`src/rtl/per2axi_req_channel_if.sv`:
```
// Bus bundle between the peripheral interconnect, the request channel and the AXI fabric.
// Contents: peripheral slave request/grant, AXI AW/W/AR request channels, and the
// read-transaction notification consumed by the response channel.
// Modports: master = the bridge request channel (drives gnt, AXI requests, trans_*),
//           slave  = the surrounding environment (drives requests and AXI readies).
interface per2axi_req_channel_if #(
  parameter int unsigned PER_ADDR_WIDTH = 32,
  parameter int unsigned PER_ID_WIDTH   = 5,
  parameter int unsigned AXI_ADDR_WIDTH = 32,
  parameter int unsigned AXI_USER_WIDTH = 6,
  parameter int unsigned AXI_ID_WIDTH   = 3
);
  // Peripheral slave port
  logic                      per_slave_req_i;
  logic [PER_ADDR_WIDTH-1:0] per_slave_add_i;
  logic                      per_slave_we_i;
  logic [31:0]               per_slave_wdata_i;
  logic [3:0]                per_slave_be_i;
  logic [PER_ID_WIDTH-1:0]   per_slave_id_i;
  logic                      per_slave_gnt_o;

  // AXI write address channel
  logic                      axi_master_aw_valid_o;
  logic [AXI_ADDR_WIDTH-1:0] axi_master_aw_addr_o;
  logic [2:0]                axi_master_aw_prot_o;
  logic [3:0]                axi_master_aw_region_o;
  logic [7:0]                axi_master_aw_len_o;
  logic [2:0]                axi_master_aw_size_o;
  logic [1:0]                axi_master_aw_burst_o;
  logic                      axi_master_aw_lock_o;
  logic [3:0]                axi_master_aw_cache_o;
  logic [3:0]                axi_master_aw_qos_o;
  logic [AXI_ID_WIDTH-1:0]   axi_master_aw_id_o;
  logic [AXI_USER_WIDTH-1:0] axi_master_aw_user_o;
  logic                      axi_master_aw_ready_i;

  // AXI read address channel
  logic                      axi_master_ar_valid_o;
  logic [AXI_ADDR_WIDTH-1:0] axi_master_ar_addr_o;
  logic [2:0]                axi_master_ar_prot_o;
  logic [3:0]                axi_master_ar_region_o;
  logic [7:0]                axi_master_ar_len_o;
  logic [2:0]                axi_master_ar_size_o;
  logic [1:0]                axi_master_ar_burst_o;
  logic                      axi_master_ar_lock_o;
  logic [3:0]                axi_master_ar_cache_o;
  logic [3:0]                axi_master_ar_qos_o;
  logic [AXI_ID_WIDTH-1:0]   axi_master_ar_id_o;
  logic [AXI_USER_WIDTH-1:0] axi_master_ar_user_o;
  logic                      axi_master_ar_ready_i;

  // AXI write data channel
  logic                      axi_master_w_valid_o;
  logic [63:0]               axi_master_w_data_o;
  logic [7:0]                axi_master_w_strb_o;
  logic [AXI_USER_WIDTH-1:0] axi_master_w_user_o;
  logic                      axi_master_w_last_o;
  logic                      axi_master_w_ready_i;

  // Read notification towards the response channel
  logic                      trans_req_o;
  logic [AXI_ID_WIDTH-1:0]   trans_id_o;
  logic [AXI_ADDR_WIDTH-1:0] trans_add_o;

  modport master (
    input  per_slave_req_i, per_slave_add_i, per_slave_we_i, per_slave_wdata_i,
           per_slave_be_i, per_slave_id_i,
    output per_slave_gnt_o,
    output axi_master_aw_valid_o, axi_master_aw_addr_o, axi_master_aw_prot_o,
           axi_master_aw_region_o, axi_master_aw_len_o, axi_master_aw_size_o,
           axi_master_aw_burst_o, axi_master_aw_lock_o, axi_master_aw_cache_o,
           axi_master_aw_qos_o, axi_master_aw_id_o, axi_master_aw_user_o,
    input  axi_master_aw_ready_i,
    output axi_master_ar_valid_o, axi_master_ar_addr_o, axi_master_ar_prot_o,
           axi_master_ar_region_o, axi_master_ar_len_o, axi_master_ar_size_o,
           axi_master_ar_burst_o, axi_master_ar_lock_o, axi_master_ar_cache_o,
           axi_master_ar_qos_o, axi_master_ar_id_o, axi_master_ar_user_o,
    input  axi_master_ar_ready_i,
    output axi_master_w_valid_o, axi_master_w_data_o, axi_master_w_strb_o,
           axi_master_w_user_o, axi_master_w_last_o,
    input  axi_master_w_ready_i,
    output trans_req_o, trans_id_o, trans_add_o
  );

  modport slave (
    output per_slave_req_i, per_slave_add_i, per_slave_we_i, per_slave_wdata_i,
           per_slave_be_i, per_slave_id_i,
    input  per_slave_gnt_o,
    input  axi_master_aw_valid_o, axi_master_aw_addr_o, axi_master_aw_prot_o,
           axi_master_aw_region_o, axi_master_aw_len_o, axi_master_aw_size_o,
           axi_master_aw_burst_o, axi_master_aw_lock_o, axi_master_aw_cache_o,
           axi_master_aw_qos_o, axi_master_aw_id_o, axi_master_aw_user_o,
    output axi_master_aw_ready_i,
    input  axi_master_ar_valid_o, axi_master_ar_addr_o, axi_master_ar_prot_o,
           axi_master_ar_region_o, axi_master_ar_len_o, axi_master_ar_size_o,
           axi_master_ar_burst_o, axi_master_ar_lock_o, axi_master_ar_cache_o,
           axi_master_ar_qos_o, axi_master_ar_id_o, axi_master_ar_user_o,
    output axi_master_ar_ready_i,
    input  axi_master_w_valid_o, axi_master_w_data_o, axi_master_w_strb_o,
           axi_master_w_user_o, axi_master_w_last_o,
    output axi_master_w_ready_i,
    input  trans_req_o, trans_id_o, trans_add_o
  );
endinterface

```
`src/rtl/per2axi_req_channel.sv`:
```
// Request half of the peripheral-to-AXI bridge: accepts one 32-bit peripheral request at a
// time and issues it as a single-beat AXI4 read (AR) or write (AW + W). Reads also raise a
// trans_* notification so the response channel can pick the right 32-bit half of R data.
// Ports: clk_i, rst_i (synchronous, active-high), bus (master modport of the bridge bundle).
module per2axi_req_channel #(
  parameter int unsigned NB_CORES       = 4,
  parameter int unsigned PER_ADDR_WIDTH = 32,
  parameter int unsigned PER_ID_WIDTH   = 5,
  parameter int unsigned AXI_ADDR_WIDTH = 32,
  parameter int unsigned AXI_DATA_WIDTH = 64,
  parameter int unsigned AXI_USER_WIDTH = 6,
  parameter int unsigned AXI_ID_WIDTH   = 3
) (
  input  logic                   clk_i,
  input  logic                   rst_i,
  per2axi_req_channel_if.master  bus
);

  localparam int unsigned STRB_WIDTH = AXI_DATA_WIDTH / 8;

  // Parameter sanity checks at elaboration time
  if (PER_ID_WIDTH < NB_CORES) begin : g_chk_id_width
    $error("PER_ID_WIDTH must be >= NB_CORES");
  end
  if (AXI_ADDR_WIDTH != PER_ADDR_WIDTH) begin : g_chk_addr_width
    $error("AXI_ADDR_WIDTH must equal PER_ADDR_WIDTH");
  end
  if (AXI_DATA_WIDTH != 64) begin : g_chk_data_width
    $error("AXI_DATA_WIDTH must be 64");
  end
  if ((1 << AXI_ID_WIDTH) < PER_ID_WIDTH) begin : g_chk_axi_id
    $error("2**AXI_ID_WIDTH must be >= PER_ID_WIDTH");
  end

  typedef enum logic [1:0] {IDLE, READ, WRITE} state_e;

  state_e                    state_q, state_d;
  logic                      aw_done_q, aw_done_d;
  logic                      w_done_q, w_done_d;
  logic                      ar_valid_q, aw_valid_q, w_valid_q;
  logic [AXI_ADDR_WIDTH-1:0] addr_q;
  logic [AXI_ID_WIDTH-1:0]   id_q;
  logic [31:0]               wdata_q;
  logic [STRB_WIDTH-1:0]     strb_q;

  logic                      gnt_c;
  logic                      trans_req_c;
  logic [AXI_ID_WIDTH-1:0]   id_c;
  logic [STRB_WIDTH-1:0]     strb_c;
  logic                      ar_hs, aw_hs, w_hs;

  // Lowest set bit of the one-hot initiator ID; the descending scan lets the lowest win
  always_comb begin
    id_c = '0;
    for (int i = PER_ID_WIDTH - 1; i >= 0; i--) begin
      if (bus.per_slave_id_i[i]) id_c = AXI_ID_WIDTH'(i);
    end
  end

  // A 32-bit word lands in the upper or lower half of the 64-bit beat depending on add[2]
  assign strb_c = bus.per_slave_add_i[2] ? {bus.per_slave_be_i, 4'b0000}
                                         : {4'b0000, bus.per_slave_be_i};

  assign ar_hs = ar_valid_q & bus.axi_master_ar_ready_i;
  assign aw_hs = aw_valid_q & bus.axi_master_aw_ready_i;
  assign w_hs  = w_valid_q  & bus.axi_master_w_ready_i;

  // Next state, handshake bookkeeping, grant and read notification
  always_comb begin
    state_d     = state_q;
    aw_done_d   = aw_done_q;
    w_done_d    = w_done_q;
    gnt_c       = 1'b0;
    trans_req_c = 1'b0;
    unique case (state_q)
      IDLE: begin
        aw_done_d = 1'b0;
        w_done_d  = 1'b0;
        gnt_c     = bus.per_slave_req_i;
        if (bus.per_slave_req_i) state_d = bus.per_slave_we_i ? READ : WRITE;
      end
      READ: begin
        if (ar_hs) begin
          trans_req_c = 1'b1;
          state_d     = IDLE;
        end
      end
      WRITE: begin
        aw_done_d = aw_done_q | aw_hs;
        w_done_d  = w_done_q  | w_hs;
        if (aw_done_d && w_done_d) begin
          state_d   = IDLE;
          aw_done_d = 1'b0;
          w_done_d  = 1'b0;
        end
      end
      default: state_d = IDLE;
    endcase
    // A grant or notification in the reset cycle would be lost, so suppress it
    if (rst_i) begin
      gnt_c       = 1'b0;
      trans_req_c = 1'b0;
    end
  end

  // State, valid and payload registers; payload only loads on a grant so it is stable under valid
  always_ff @(posedge clk_i) begin
    if (rst_i) begin
      state_q    <= IDLE;
      aw_done_q  <= 1'b0;
      w_done_q   <= 1'b0;
      ar_valid_q <= 1'b0;
      aw_valid_q <= 1'b0;
      w_valid_q  <= 1'b0;
      addr_q     <= '0;
      id_q       <= '0;
      wdata_q    <= '0;
      strb_q     <= '0;
    end else begin
      state_q    <= state_d;
      aw_done_q  <= aw_done_d;
      w_done_q   <= w_done_d;
      ar_valid_q <= (state_d == READ);
      aw_valid_q <= (state_d == WRITE) && !aw_done_d;
      w_valid_q  <= (state_d == WRITE) && !w_done_d;
      if (gnt_c) begin
        addr_q  <= AXI_ADDR_WIDTH'(bus.per_slave_add_i);
        id_q    <= id_c;
        wdata_q <= bus.per_slave_wdata_i;
        strb_q  <= strb_c;
      end
    end
  end

  assign bus.per_slave_gnt_o        = gnt_c;

  assign bus.axi_master_aw_valid_o  = aw_valid_q;
  assign bus.axi_master_aw_addr_o   = addr_q;
  assign bus.axi_master_aw_prot_o   = 3'b000;
  assign bus.axi_master_aw_region_o = 4'b0000;
  assign bus.axi_master_aw_len_o    = 8'h00;
  assign bus.axi_master_aw_size_o   = 3'b010;
  assign bus.axi_master_aw_burst_o  = 2'b01;
  assign bus.axi_master_aw_lock_o   = 1'b0;
  assign bus.axi_master_aw_cache_o  = 4'b0000;
  assign bus.axi_master_aw_qos_o    = 4'b0000;
  assign bus.axi_master_aw_id_o     = id_q;
  assign bus.axi_master_aw_user_o   = '0;

  assign bus.axi_master_ar_valid_o  = ar_valid_q;
  assign bus.axi_master_ar_addr_o   = addr_q;
  assign bus.axi_master_ar_prot_o   = 3'b000;
  assign bus.axi_master_ar_region_o = 4'b0000;
  assign bus.axi_master_ar_len_o    = 8'h00;
  assign bus.axi_master_ar_size_o   = 3'b010;
  assign bus.axi_master_ar_burst_o  = 2'b01;
  assign bus.axi_master_ar_lock_o   = 1'b0;
  assign bus.axi_master_ar_cache_o  = 4'b0000;
  assign bus.axi_master_ar_qos_o    = 4'b0000;
  assign bus.axi_master_ar_id_o     = id_q;
  assign bus.axi_master_ar_user_o   = '0;

  assign bus.axi_master_w_valid_o   = w_valid_q;
  assign bus.axi_master_w_data_o    = {wdata_q, wdata_q};
  assign bus.axi_master_w_strb_o    = strb_q;
  assign bus.axi_master_w_user_o    = '0;
  assign bus.axi_master_w_last_o    = 1'b1;

  assign bus.trans_req_o            = trans_req_c;
  assign bus.trans_id_o             = id_q;
  assign bus.trans_add_o            = addr_q;

endmodule

```
`src/flat_wrapper.sv`:
```
// flat-port wrapper written by rule: the top's interface ports become plain ports
module per2axi_req_channel_flat 
#(
  parameter int unsigned NB_CORES       = 4,
  parameter int unsigned PER_ADDR_WIDTH = 32,
  parameter int unsigned PER_ID_WIDTH   = 5,
  parameter int unsigned AXI_ADDR_WIDTH = 32,
  parameter int unsigned AXI_DATA_WIDTH = 64,
  parameter int unsigned AXI_USER_WIDTH = 6,
  parameter int unsigned AXI_ID_WIDTH   = 3
)
  (clk_i, rst_i, bus_per_slave_req_i, bus_per_slave_add_i, bus_per_slave_we_i, bus_per_slave_wdata_i, bus_per_slave_be_i, bus_per_slave_id_i, bus_per_slave_gnt_o, bus_axi_master_aw_valid_o, bus_axi_master_aw_addr_o, bus_axi_master_aw_prot_o, bus_axi_master_aw_region_o, bus_axi_master_aw_len_o, bus_axi_master_aw_size_o, bus_axi_master_aw_burst_o, bus_axi_master_aw_lock_o, bus_axi_master_aw_cache_o, bus_axi_master_aw_qos_o, bus_axi_master_aw_id_o, bus_axi_master_aw_user_o, bus_axi_master_aw_ready_i, bus_axi_master_ar_valid_o, bus_axi_master_ar_addr_o, bus_axi_master_ar_prot_o, bus_axi_master_ar_region_o, bus_axi_master_ar_len_o, bus_axi_master_ar_size_o, bus_axi_master_ar_burst_o, bus_axi_master_ar_lock_o, bus_axi_master_ar_cache_o, bus_axi_master_ar_qos_o, bus_axi_master_ar_id_o, bus_axi_master_ar_user_o, bus_axi_master_ar_ready_i, bus_axi_master_w_valid_o, bus_axi_master_w_data_o, bus_axi_master_w_strb_o, bus_axi_master_w_user_o, bus_axi_master_w_last_o, bus_axi_master_w_ready_i, bus_trans_req_o, bus_trans_id_o, bus_trans_add_o);
  per2axi_req_channel_if #(.PER_ADDR_WIDTH(PER_ADDR_WIDTH), .PER_ID_WIDTH(PER_ID_WIDTH), .AXI_ADDR_WIDTH(AXI_ADDR_WIDTH), .AXI_USER_WIDTH(AXI_USER_WIDTH), .AXI_ID_WIDTH(AXI_ID_WIDTH)) bus_i ();
  input  logic clk_i;
  input  logic rst_i;
  input wire logic [$bits(bus_i.per_slave_req_i)-1:0] bus_per_slave_req_i;
  input wire logic [$bits(bus_i.per_slave_add_i)-1:0] bus_per_slave_add_i;
  input wire logic [$bits(bus_i.per_slave_we_i)-1:0] bus_per_slave_we_i;
  input wire logic [$bits(bus_i.per_slave_wdata_i)-1:0] bus_per_slave_wdata_i;
  input wire logic [$bits(bus_i.per_slave_be_i)-1:0] bus_per_slave_be_i;
  input wire logic [$bits(bus_i.per_slave_id_i)-1:0] bus_per_slave_id_i;
  output wire logic [$bits(bus_i.per_slave_gnt_o)-1:0] bus_per_slave_gnt_o;
  output wire logic [$bits(bus_i.axi_master_aw_valid_o)-1:0] bus_axi_master_aw_valid_o;
  output wire logic [$bits(bus_i.axi_master_aw_addr_o)-1:0] bus_axi_master_aw_addr_o;
  output wire logic [$bits(bus_i.axi_master_aw_prot_o)-1:0] bus_axi_master_aw_prot_o;
  output wire logic [$bits(bus_i.axi_master_aw_region_o)-1:0] bus_axi_master_aw_region_o;
  output wire logic [$bits(bus_i.axi_master_aw_len_o)-1:0] bus_axi_master_aw_len_o;
  output wire logic [$bits(bus_i.axi_master_aw_size_o)-1:0] bus_axi_master_aw_size_o;
  output wire logic [$bits(bus_i.axi_master_aw_burst_o)-1:0] bus_axi_master_aw_burst_o;
  output wire logic [$bits(bus_i.axi_master_aw_lock_o)-1:0] bus_axi_master_aw_lock_o;
  output wire logic [$bits(bus_i.axi_master_aw_cache_o)-1:0] bus_axi_master_aw_cache_o;
  output wire logic [$bits(bus_i.axi_master_aw_qos_o)-1:0] bus_axi_master_aw_qos_o;
  output wire logic [$bits(bus_i.axi_master_aw_id_o)-1:0] bus_axi_master_aw_id_o;
  output wire logic [$bits(bus_i.axi_master_aw_user_o)-1:0] bus_axi_master_aw_user_o;
  input wire logic [$bits(bus_i.axi_master_aw_ready_i)-1:0] bus_axi_master_aw_ready_i;
  output wire logic [$bits(bus_i.axi_master_ar_valid_o)-1:0] bus_axi_master_ar_valid_o;
  output wire logic [$bits(bus_i.axi_master_ar_addr_o)-1:0] bus_axi_master_ar_addr_o;
  output wire logic [$bits(bus_i.axi_master_ar_prot_o)-1:0] bus_axi_master_ar_prot_o;
  output wire logic [$bits(bus_i.axi_master_ar_region_o)-1:0] bus_axi_master_ar_region_o;
  output wire logic [$bits(bus_i.axi_master_ar_len_o)-1:0] bus_axi_master_ar_len_o;
  output wire logic [$bits(bus_i.axi_master_ar_size_o)-1:0] bus_axi_master_ar_size_o;
  output wire logic [$bits(bus_i.axi_master_ar_burst_o)-1:0] bus_axi_master_ar_burst_o;
  output wire logic [$bits(bus_i.axi_master_ar_lock_o)-1:0] bus_axi_master_ar_lock_o;
  output wire logic [$bits(bus_i.axi_master_ar_cache_o)-1:0] bus_axi_master_ar_cache_o;
  output wire logic [$bits(bus_i.axi_master_ar_qos_o)-1:0] bus_axi_master_ar_qos_o;
  output wire logic [$bits(bus_i.axi_master_ar_id_o)-1:0] bus_axi_master_ar_id_o;
  output wire logic [$bits(bus_i.axi_master_ar_user_o)-1:0] bus_axi_master_ar_user_o;
  input wire logic [$bits(bus_i.axi_master_ar_ready_i)-1:0] bus_axi_master_ar_ready_i;
  output wire logic [$bits(bus_i.axi_master_w_valid_o)-1:0] bus_axi_master_w_valid_o;
  output wire logic [$bits(bus_i.axi_master_w_data_o)-1:0] bus_axi_master_w_data_o;
  output wire logic [$bits(bus_i.axi_master_w_strb_o)-1:0] bus_axi_master_w_strb_o;
  output wire logic [$bits(bus_i.axi_master_w_user_o)-1:0] bus_axi_master_w_user_o;
  output wire logic [$bits(bus_i.axi_master_w_last_o)-1:0] bus_axi_master_w_last_o;
  input wire logic [$bits(bus_i.axi_master_w_ready_i)-1:0] bus_axi_master_w_ready_i;
  output wire logic [$bits(bus_i.trans_req_o)-1:0] bus_trans_req_o;
  output wire logic [$bits(bus_i.trans_id_o)-1:0] bus_trans_id_o;
  output wire logic [$bits(bus_i.trans_add_o)-1:0] bus_trans_add_o;
  assign bus_i.per_slave_req_i = bus_per_slave_req_i;
  assign bus_i.per_slave_add_i = bus_per_slave_add_i;
  assign bus_i.per_slave_we_i = bus_per_slave_we_i;
  assign bus_i.per_slave_wdata_i = bus_per_slave_wdata_i;
  assign bus_i.per_slave_be_i = bus_per_slave_be_i;
  assign bus_i.per_slave_id_i = bus_per_slave_id_i;
  assign bus_per_slave_gnt_o = bus_i.per_slave_gnt_o;
  assign bus_axi_master_aw_valid_o = bus_i.axi_master_aw_valid_o;
  assign bus_axi_master_aw_addr_o = bus_i.axi_master_aw_addr_o;
  assign bus_axi_master_aw_prot_o = bus_i.axi_master_aw_prot_o;
  assign bus_axi_master_aw_region_o = bus_i.axi_master_aw_region_o;
  assign bus_axi_master_aw_len_o = bus_i.axi_master_aw_len_o;
  assign bus_axi_master_aw_size_o = bus_i.axi_master_aw_size_o;
  assign bus_axi_master_aw_burst_o = bus_i.axi_master_aw_burst_o;
  assign bus_axi_master_aw_lock_o = bus_i.axi_master_aw_lock_o;
  assign bus_axi_master_aw_cache_o = bus_i.axi_master_aw_cache_o;
  assign bus_axi_master_aw_qos_o = bus_i.axi_master_aw_qos_o;
  assign bus_axi_master_aw_id_o = bus_i.axi_master_aw_id_o;
  assign bus_axi_master_aw_user_o = bus_i.axi_master_aw_user_o;
  assign bus_i.axi_master_aw_ready_i = bus_axi_master_aw_ready_i;
  assign bus_axi_master_ar_valid_o = bus_i.axi_master_ar_valid_o;
  assign bus_axi_master_ar_addr_o = bus_i.axi_master_ar_addr_o;
  assign bus_axi_master_ar_prot_o = bus_i.axi_master_ar_prot_o;
  assign bus_axi_master_ar_region_o = bus_i.axi_master_ar_region_o;
  assign bus_axi_master_ar_len_o = bus_i.axi_master_ar_len_o;
  assign bus_axi_master_ar_size_o = bus_i.axi_master_ar_size_o;
  assign bus_axi_master_ar_burst_o = bus_i.axi_master_ar_burst_o;
  assign bus_axi_master_ar_lock_o = bus_i.axi_master_ar_lock_o;
  assign bus_axi_master_ar_cache_o = bus_i.axi_master_ar_cache_o;
  assign bus_axi_master_ar_qos_o = bus_i.axi_master_ar_qos_o;
  assign bus_axi_master_ar_id_o = bus_i.axi_master_ar_id_o;
  assign bus_axi_master_ar_user_o = bus_i.axi_master_ar_user_o;
  assign bus_i.axi_master_ar_ready_i = bus_axi_master_ar_ready_i;
  assign bus_axi_master_w_valid_o = bus_i.axi_master_w_valid_o;
  assign bus_axi_master_w_data_o = bus_i.axi_master_w_data_o;
  assign bus_axi_master_w_strb_o = bus_i.axi_master_w_strb_o;
  assign bus_axi_master_w_user_o = bus_i.axi_master_w_user_o;
  assign bus_axi_master_w_last_o = bus_i.axi_master_w_last_o;
  assign bus_i.axi_master_w_ready_i = bus_axi_master_w_ready_i;
  assign bus_trans_req_o = bus_i.trans_req_o;
  assign bus_trans_id_o = bus_i.trans_id_o;
  assign bus_trans_add_o = bus_i.trans_add_o;
  per2axi_req_channel #(.NB_CORES(NB_CORES), .PER_ADDR_WIDTH(PER_ADDR_WIDTH), .PER_ID_WIDTH(PER_ID_WIDTH), .AXI_ADDR_WIDTH(AXI_ADDR_WIDTH), .AXI_DATA_WIDTH(AXI_DATA_WIDTH), .AXI_USER_WIDTH(AXI_USER_WIDTH), .AXI_ID_WIDTH(AXI_ID_WIDTH)) u_core (.clk_i(clk_i), .rst_i(rst_i), .bus(bus_i));
endmodule
```
`config.mk`:
```
export PLATFORM = sky130hd
export DESIGN_NAME = per2axi_req_channel_flat
export DESIGN_NICKNAME = d
export VERILOG_FILES = /design/src/rtl/per2axi_req_channel_if.sv /design/src/rtl/per2axi_req_channel.sv /design/src/flat_wrapper.sv
export SDC_FILE = /design/constraint.sdc
export NUM_CORES = 1
export LEC_CHECK = 0
export CAP_MARGIN = 0
export CORE_AREA = 2 2 132 134
export DETAILED_ROUTE_END_ITERATION = 8
export DIE_AREA = 0 0 134 136
export GPL_ROUTABILITY_DRIVEN = 0
export PLACE_DENSITY = 0.71
export SYNTH_ARGS = -nofsm -noshare
export SYNTH_HDL_FRONTEND = slang
export SYNTH_SLANG_ARGS = --single-unit
```
`constraint.sdc`:
```
create_clock -name clk_i -period 2.1 [get_ports clk_i]
set_input_delay 0.63 -clock clk_i [delete_from_list [all_inputs] [get_ports clk_i]]
set_output_delay 0.63 -clock clk_i [all_outputs]
set_load 0.02 [all_outputs]
```
==> reports/results.txt, run 1 <==
# setup viols final: 0
Int Pwr: 3.45 mW
drt total wl: 11,100 um
CTS root buf: clkbuf_16
count of state elements after synthesis: 82
smallest setup slack after layout: 31.0 ps
worst hold margin: 475 ps
Max Clk Rate: 0.483 GHz
IO buf count: 261
number of synthesized flops with an enable pin: 0
DR DRC count: 0
commonest non-fill, non-tap cells in the layout: clkdlybuf4s50_1, dfxtp_1, conb_1, a22o_1
unrepaired setup endpoints after global routing: no
largest net degree at the start of global routing: 69
maximum VDD drop: 0.366 mV
Hold WC Path Type: reg2reg
Slew @ Worst Pin: 791 ps
initial antenna violation count: 0
leakage power: 2.51 nW
met3 Use GR: 3.84%
count of cell types in the netlist: 28
number of routed nets with antenna violations: 0
register area: 1640 sq um
Ys Warns: 0
clk_lat worst skew: 340 ps
critical path class: reg2out
area occupied by multi-input gates: 1160 sq um
core area: 16,900 sq um
met1 usage: 12.7%
Vias/cell: 3.85
sw frac: 31.0%
kind of end point of the critical path: primary output
Max Slew Vio Count: 0
pre-CTS setup slack: -704 ps
WP buf/inv: 1
critical path's slowest cell: clkdlybuf4s50_1
max-cap violation count: 0
Initial Utilization: 23.3%
Final period util: 98.5%
combinational power share: 30.0%
routed len/inst: 14.2 um
critical path startpoint: u_core.bus.axi_master_ar_addr_o[9]$_SDFFE_PP0P_
Die Area: 18,200 sq um
hpwl dp: 8300 um
1st-iter DRT viols: 107
commonest non-fill, non-tap cell in the layout: clkdlybuf4s50_1
first-pass GRT wire length: 15,300 um
clock share of power: 33.7%
run status: finished clean
drt first pass iters: 3
hold path start: u_core.bus.axi_master_w_strb_o[0]$_SDFFE_PP0P_
Fillers: 1,701
CP max FO: 4
total CTS buffers: 9
CP Cell Sequence: clkdlybuf4s50_1
sequential-to-total area share from yosys stat: 41.7%
Post-synth ARST share: 0%
met2 Use GR: 19.2%
CTS HTree Levels: 3
worst stage delay on the critical path: 660 ps
Tot Pwr: 4.99 mW
Max clock buf depth: 2
antenna fix cells: 0
TritonCTS clock tree: yes
Most Used Layer, Global Route: met2
clk slew on worst S/H paths: 60 ps
main flop type after synthesis: dfxtp_1
cts hold-fix bufs: 0
register share of total power: 36.3%
die width: 134 um
relative slew slack: 47.2%
Worst Path Arrival: 1440 ps
via count: 3,021
Hold Violations, Final: 0
family with the most delay on the worst path: buffers and inverters
Critical Path Start Type: flip-flop
row count: 48
IO Pins: 339
final net count: 635
Clock Skew: 6.86 ps
layout cell share with drive strength beyond 1: 6.08%
gr usage total: 11.2%
CP Data Required Time: 1470 ps
pwr/cell area: 814 nW/um^2
Critical R2R Launch: u_core.state_q[0]$_SDFF_PP0_
Overflow after GRT: 0
Layout area overhead: 56.0%
Net Switching: 1.55 mW
Sink Count: 82
Die Y: 136 um
cells after synthesis: 393
crit path time final: 2070 ps
vias in the first global route: 2,689
mapped cell area: 3940 sq um
mean post-synth cell area: 10.0 sq um
[kinds of logic (layout without fill, tap and decap cells)]
| family | Yosys count | after routing | synth area share, % |
|---|---|---|---|
| simple gates | 26 | 26 | 3.43 |
| other cells | 2 | 77 | 0.191 |
| compound gates | 83 | 83 | 18.2 |
| buf+inv | 200 | 291 | 36.5 |
| flops | 82 | 82 | 41.7 |
[layer usage]
layer  vias up  share of wire [%]
met5         -                  0
met4         0                1.5
met3        10                 10
met2       190                 48
met1      1408                 40
li1       1413                  -
[path summary, 6_finish.rpt]
check / endpoint / slack [ps] / cells past startpoint
setup / recovery: bus_trans_add_o[9] / 30 / 1
hold / removal: u_core.bus.axi_master_w_strb_o[0]$_SDFFE_PP0P_ / 470 / 1
setup reg to reg: u_core.bus.axi_master_w_strb_o[5]$_SDFFE_PP0P_ / 460 / 6
hold reg to reg: u_core.bus.axi_master_w_strb_o[0]$_SDFFE_PP0P_ / 470 / 1
[power by group through the flow]
stage	registers (mW)	logic [mW]	clock network [mW]
after detailed placement	1.85	1.51	0
after global placement	1.85	1.50	0
final	1.81	1.50	1.68
after floorplan	1.97	0.888	0
after global routing	1.83	1.58	1.82
after CTS	1.82	1.51	1.75
[state kept, by name (all words and copies together) (netlist names), 2 cells and up]
name	cells
u_core.bus.axi_master_ar_addr_o	32
u_core.bus.axi_master_ar_id_o	3
u_core.bus.axi_master_w_strb_o	8
u_core.state_q	2
u_core.wdata_q	32
[through the flow]
stage               instances  util, %  cell area [sq um]  setup TNS, ps
floorplan                 468        -               4220              0
global placement          769     34.4               5800         -31500
detailed placement        769     34.4               5800         -31360
CTS                       784     36.2               6120              0
global route              784     36.4               6140              0
finish                    784     36.4               6140              0
[repair_timing]
item	4_1_cts	5_1_grt
hold endpoints to repair	0	0
gates resized for setup	20	9
endpoints found under the setup margin	75	11
pin swaps	1	1
setup buffers	0	0
[synthesized netlist by cell type (all sizes together) (2+ instances only)]
master | instances | area (sq um)
a22o | 67 | 587
nor2b | 5 | 31.3
conb | 2 | 7.51
a21oi | 4 | 20.0
buf | 190 | 1400
o22ai | 2 | 12.5
clkbuf | 6 | 22.5
nand3 | 2 | 10.0
nor2 | 9 | 33.8
dfxtp | 82 | 1640
a32oi | 4 | 35.0
inv | 4 | 15.0
nand2 | 3 | 11.3
[layout make-up]
class	count	share of cell area, %
flip-flops and latches	82	26.7
well taps	225	4.59
multi-input cells	186	18.9
inverters	4	0.245
clock buffers	10	3.73
repair buffers	272	44.5
clock inverters	5	1.30
(Power assumes the default switching activity.)
==> run 2: changes to the inputs <==
--- a/config.mk
+++ b/config.mk
@@ -5,12 +5,11 @@
 export SDC_FILE = /design/constraint.sdc
 export NUM_CORES = 1
 export LEC_CHECK = 0
-export CAP_MARGIN = 0
 export CORE_AREA = 2 2 132 134
 export DETAILED_ROUTE_END_ITERATION = 8
 export DIE_AREA = 0 0 134 136
 export GPL_ROUTABILITY_DRIVEN = 0
-export PLACE_DENSITY = 0.71
+export PLACE_DENSITY_LB_ADDON = 0.05
 export SYNTH_ARGS = -nofsm -noshare
 export SYNTH_HDL_FRONTEND = slang
 export SYNTH_SLANG_ARGS = --single-unit
==> reports/results.txt, run 2 (synthesized netlist as in run 1, its figures left out) <==
commonest non-fill, non-tap cell in the layout: clkdlybuf4s50_1 (unchanged)
clk_lat worst skew: 340 ps (about the same)
Critical R2R Launch: u_core.state_q[0]$_SDFF_PP0_ (unchanged)
Overflow after GRT: 0 (unchanged)
WHS Path Cells: 1 (unchanged)
Initial Utilization: 23.3% (unchanged)
register area: 1640 sq um (unchanged)
Layout area overhead: 55.3% (was 56.0%)
IO buf count: 261 (unchanged)
maximum VDD drop: 0.361 mV (was 0.366 mV)
worst stage delay on the critical path: 650 ps (was 660 ps)
worst r2r path cells: 6 (unchanged)
CTS HTree Levels: 3 (unchanged)
Final Non-Filler Cells: 784 (unchanged)
Final period util: 97.6% (was 98.5%)
CTS root buf: clkbuf_16 (unchanged)
commonest non-fill, non-tap cells in the layout: clkdlybuf4s50_1, dfxtp_1, conb_1, a22o_1 (unchanged)
die width: 134 um (unchanged)
Critical Path Start Type: flip-flop (unchanged)
FF-to-FF setup slack: 400 ps (was 460 ps)
clk slew on worst S/H paths: 60 ps (about the same)
Die Area: 18,200 sq um (unchanged)
run status: finished clean (unchanged)
first-pass GRT wire length: 16,300 um (was 15,300 um)
crit path time final: 2050 ps (was 2070 ps)
leakage power: 2.52 nW (was 2.51 nW)
pwr/cell area: 795 nW/um^2 (was 814 nW/um^2)
critical path class: reg2out (unchanged)
CP Data Required Time: 1470 ps (about the same)
kind of end point of the critical path: primary output (unchanged)
TritonCTS clock tree: yes (unchanged)
unrepaired setup endpoints after global routing: no (unchanged)
IO Pins: 339 (unchanged)
layout cell share with drive strength beyond 1: 5.72% (was 6.08%)
Tot Pwr: 4.86 mW (was 4.99 mW)
max-cap violation count: 0 (unchanged)
largest net degree at the start of global routing: 69 (unchanged)
placed cell count: 767 (was 769)
Hold Violations, Final: 0 (unchanged)
row count: 48 (unchanged)
drt total wl: 11,600 um (was 11,100 um)
Fillers: 1,705 (was 1,701)
via count: 3,008 (was 3,021)
CP max FO: 4 (unchanged)
Vias/cell: 3.84 (was 3.85)
Critical R2R Capture: u_core.bus.axi_master_w_strb_o[4]$_SDFFE_PP0P_ (was u_core.bus.axi_master_w_strb_o[5]$_SDFFE_PP0P_)
Max Clk Rate: 0.488 GHz (was 0.483 GHz)
drt first pass iters: 4 (was 3)
Die Y: 136 um (unchanged)
# setup viols final: 0 (unchanged)
DR DRC count: 0 (unchanged)
core area: 16,900 sq um (unchanged)
gr usage total: 11.8% (was 11.2%)
final net count: 634 (was 635)
1st-iter DRT viols: 107 (unchanged)
final core occ: 36.2% (was 36.4%)
Max clock buf depth: 2 (unchanged)
total CTS buffers: 9 (unchanged)
hold endpoint: u_core.bus.axi_master_w_strb_o[3]$_SDFFE_PP0P_ (was u_core.bus.axi_master_w_strb_o[0]$_SDFFE_PP0P_)
vias in the first global route: 2,673 (was 2,689)
WP buf/inv: 1 (unchanged)
Hold WC Path Type: reg2reg (unchanged)
Sink Count: 82 (unchanged)
number of routed nets with antenna violations: 0 (unchanged)
Slew @ Worst Pin: 795 ps (was 791 ps)
hold path start: u_core.bus.axi_master_w_strb_o[3]$_SDFFE_PP0P_ (was u_core.bus.axi_master_w_strb_o[0]$_SDFFE_PP0P_)
critical path's slowest cell: clkdlybuf4s50_1 (unchanged)
routed len/inst: 14.8 um (was 14.2 um)
Worst Path Arrival: 1420 ps (was 1440 ps)
Clock Skew: 5.23 ps (was 6.86 ps)
family with the most delay on the worst path: buffers and inverters (unchanged)
Max Slew Vio Count: 0 (unchanged)
antenna fix cells: 0 (unchanged)
area occupied by multi-input gates: 1150 sq um (was 1160 sq um)
relative slew slack: 47.0% (was 47.2%)
hpwl dp: 8630 um (was 8300 um)
initial antenna violation count: 0 (unchanged)
CP Cell Sequence: clkdlybuf4s50_1 (unchanged)
[run 2: cell types whose count changed in the layout (fill, tap and decap cells not counted)]
cell | previous run | this run
or2_1 | 1 | 0
dlygate4sd2_1 | 6 | 1
or3b_4 | 1 | 0
bufinv_16 | 2 | 1
clkdlybuf4s50_1 | 247 | 250
or3b_1 | 0 | 1
or2_0 | 0 | 1
dlymetal6s2s_1 | 6 | 8
buf_4 | 9 | 8
nor2_4 | 1 | 0
clkinvlp_4 | 2 | 1
nor2_1 | 8 | 9
clkinv_2 | 1 | 4
[run 2: repair_timing]
item / 4_1_cts / 5_1_grt
resized for setup: 13 / 9
cloned: 0 / 0
pin swaps: 3 / 0
setup endpoints to repair: 2 / 14
hold buffers: 0 / 0
buffers inserted: 1 / 0
[run 2: worst max-delay path by stage]
stage | endpoint | startpoint | depth (start not counted) | slack (ps)
floorplan | bus_per_slave_gnt_o | rst_i | 4 | 70
global placement | bus_per_slave_gnt_o | rst_i | 5 | -490
detailed placement | bus_per_slave_gnt_o | rst_i | 5 | -540
CTS | bus_axi_master_aw_addr_o[22] | u_core.bus.axi_master_ar_addr_o[22]$_SDFFE_PP0P_ | 1 | 5
global route | bus_trans_add_o[22] | u_core.bus.axi_master_ar_addr_o[22]$_SDFFE_PP0P_ | 1 | 0.9
finish | bus_axi_master_aw_addr_o[22] | u_core.bus.axi_master_ar_addr_o[22]$_SDFFE_PP0P_ | 1 | 50
[run 2: per-layer routing]
layer | GRT usage (%) | part of all wire (%) | vias to the layer above
li1 | - | - | 1409
met1 | 13.4 | 38 | 1409
met2 | 20.4 | 51 | 180
met3 | 4.51 | 9.0 | 10
met4 | 3.90 | 1.3 | 0
met5 | 0 | 0 | -
[run 2: where the power goes]
| group | internal [mW] | total [mW] | leakage [nW] | switching (mW) |
|---|---|---|---|---|
| Clock | 0.913 | 1.55 | 0.142 | 0.641 |
| Combinational | 0.728 | 1.49 | 1.70 | 0.767 |
| Sequential | 1.69 | 1.81 | 0.673 | 0.121 |
[run 2: per-stage QoR]
stage	setup TNS, ps	hold slack [ps]	setup slack (ps)	area, sq um
after global routing	0	508	0.857	6110
after floorplan	0	470	74.1	4220
after CTS	0	477	5.20	6080
after detailed placement	-21270	460	-538	5790
final	0	475	49.9	6110
after global placement	-16950	458	-491	5790
[run 2: area by class of cell]
class	instances	area share, %
inverter	4	0.246
timing repair buffer	271	44.7
clock buffer	10	3.75
clock inverter	6	0.942
sequential	82	26.9
tap	225	4.61
multi-input combinational	186	18.8
==> run 3: changes to the inputs <==
--- a/config.mk
+++ b/config.mk
@@ -9,6 +9,7 @@
 export DETAILED_ROUTE_END_ITERATION = 8
 export DIE_AREA = 0 0 134 136
 export GPL_ROUTABILITY_DRIVEN = 0
+export MAX_ROUTING_LAYER = met4
 export PLACE_DENSITY_LB_ADDON = 0.05
 export SYNTH_ARGS = -nofsm -noshare
 export SYNTH_HDL_FRONTEND = slang
==> reports/results.txt, run 3 (synthesized netlist as in run 1, its figures left out) <==
routed len/inst: 14.7 um (was 14.8 um)
Initial Utilization: 23.3% (unchanged)
Slew @ Worst Pin: 799 ps (was 795 ps)
Final period util: 97.4% (was 97.6%)
critical path class: reg2out (unchanged)
Max clock buf depth: 2 (unchanged)
leakage power: 2.52 nW (unchanged)
DR DRC count: 0 (unchanged)
# setup viols final: 0 (unchanged)
family with the most delay on the worst path: buffers and inverters (unchanged)
CTS HTree Levels: 3 (unchanged)
clk_lat worst skew: 340 ps (about the same)
TritonCTS clock tree: yes (unchanged)
row count: 48 (unchanged)
kind of end point of the critical path: primary output (unchanged)
Max Clk Rate: 0.489 GHz (was 0.488 GHz)
Met3 Routed Length: 1030 um (was 1050 um)
metal2 WL: 5920 um (about the same)
initial antenna violation count: 0 (unchanged)
total CTS buffers: 9 (unchanged)
layout cell share with drive strength beyond 1: 5.72% (unchanged)
hpwl dp: 8630 um (unchanged)
Tot Pwr: 4.86 mW (about the same)
critical path's slowest cell: clkdlybuf4s50_1 (unchanged)
worst hold margin: 476 ps (was 475 ps)
Sink Count: 82 (unchanged)
Total Negative Setup Slacks: 0 ps (unchanged)
WL met1: 4450 um (about the same)
Clock Skew: 5.56 ps (was 5.23 ps)
CP max FO: 4 (unchanged)
vias in the first global route: 2,675 (was 2,673)
largest net degree at the start of global routing: 69 (unchanged)
Overflow after GRT: 0 (unchanged)
1st-iter DRT viols: 105 (was 107)
core area: 16,900 sq um (unchanged)
die width: 134 um (unchanged)
first-pass GRT wire length: 16,300 um (about the same)
Die Y: 136 um (unchanged)
max-cap violation count: 0 (unchanged)
Die Area: 18,200 sq um (unchanged)
Hold WC Path Type: reg2reg (unchanged)
final net count: 634 (unchanged)
worst stage delay on the critical path: 650 ps (about the same)
crit path time final: 2050 ps (about the same)
drt first pass iters: 4 (unchanged)
antenna fix cells: 0 (unchanged)
pwr/cell area: 795 nW/um^2 (about the same)
Vias/cell: 3.83 (was 3.84)
gr usage total: 12.1% (was 11.8%)
drt total wl: 11,600 um (about the same)
IO Pins: 339 (unchanged)
Layout area overhead: 55.3% (unchanged)
Hold Violations, Final: 0 (unchanged)
clk slew on worst S/H paths: 60 ps (about the same)
via count: 3,004 (was 3,008)
CP Data Required Time: 1470 ps (about the same)
cts hold-fix bufs: 0 (unchanged)
unrepaired setup endpoints after global routing: no (unchanged)
maximum VDD drop: 0.360 mV (was 0.361 mV)
commonest non-fill, non-tap cell in the layout: clkdlybuf4s50_1 (unchanged)
run status: finished clean (unchanged)
Max Used Layer: met4 (unchanged)
commonest non-fill, non-tap cells in the layout: clkdlybuf4s50_1, dfxtp_1, conb_1, a22o_1 (unchanged)
CTS root buf: clkbuf_16 (unchanged)
Max Slew Vio Count: 0 (unchanged)
Worst Path Arrival: 1420 ps (about the same)
CP Cell Sequence: clkdlybuf4s50_1 (unchanged)
Critical Path Start Type: flip-flop (unchanged)
WP buf/inv: 1 (unchanged)
IO buf count: 261 (unchanged)
number of routed nets with antenna violations: 0 (unchanged)
relative slew slack: 46.7% (was 47.0%)
## run 3: cell counts in the layout (fill, tap and decap cells not counted)
No cell type changed its count.
## run 3: where the power goes
group | internal, mW | switching, mW | total (mW) | leakage [nW]
sequential | 1.69 | 0.121 | 1.81 | 0.673
clock | 0.913 | 0.640 | 1.55 | 0.142
combinational | 0.728 | 0.766 | 1.49 | 1.70
total | 3.33 | 1.53 | 4.86 | 2.52
## run 3: layout make-up
cell class / count / area (sq um)
Fill cell: 1705 / 10800
Timing Repair Buffer: 271 / 2730
Sequential cell: 82 / 1640
Multi-Input combinational cell: 186 / 1150
Tap cell: 225 / 282
Clock buffer: 10 / 229
Clock inverter: 6 / 57.6
Inverter: 4 / 15.0
## run 3: path summary, 6_finish.rpt
| kind | from | end | slack [ps] | cells past startpoint |
|---|---|---|---|---|
| worst max-delay path | u_core.bus.axi_master_ar_addr_o[22]$_SDFFE_PP0P_ | bus_axi_master_aw_addr_o[22] | 50 | 1 |
| worst min-delay path | u_core.bus.axi_master_w_strb_o[3]$_SDFFE_PP0P_ | u_core.bus.axi_master_w_strb_o[3]$_SDFFE_PP0P_ | 480 | 1 |
| worst max register to register | u_core.state_q[0]$_SDFF_PP0_ | u_core.bus.axi_master_w_strb_o[5]$_SDFFE_PP0P_ | 370 | 6 |
| worst min register to register | u_core.bus.axi_master_w_strb_o[3]$_SDFFE_PP0P_ | u_core.bus.axi_master_w_strb_o[3]$_SDFFE_PP0P_ | 480 | 1 |
## run 3: metal layers
metal / up-vias / GRT usage, %
met5: - / -
met4: 0 / 3.90
met3: 10 / 4.29
met2: 182 / 20.3
met1: 1405 / 13.6
li1: 1407 / -
## run 3: repair_timing
item,4_1_cts,5_1_grt
pin swaps,3,0
resized for setup,13,9
setup buffers,1,0
endpoints found under the setup margin,2,14
## run 3: stage by stage
stage / utilization [%] / setup slack (ps) / area (sq um) / instances
2_1_floorplan: - / 74.1 / 4220 / 468
3_3_place_gp: 34.3 / -491 / 5790 / 767
3_5_place_dp: 34.3 / -538 / 5790 / 767
4_1_cts: 36.1 / 5.20 / 6080 / 784
5_1_grt: 36.2 / 1.03 / 6110 / 784
6_report: 36.2 / 54.6 / 6110 / 784
## run 3: worst reg2reg max path, delay by kind of cell, from the launching register on
family                 cells  cell delay (ps)
AND/OR/NAND/NOR            2              210
flip-flops                 1              370
AO/OA/AOI/OAI              1              280
buffers and inverters      3              810
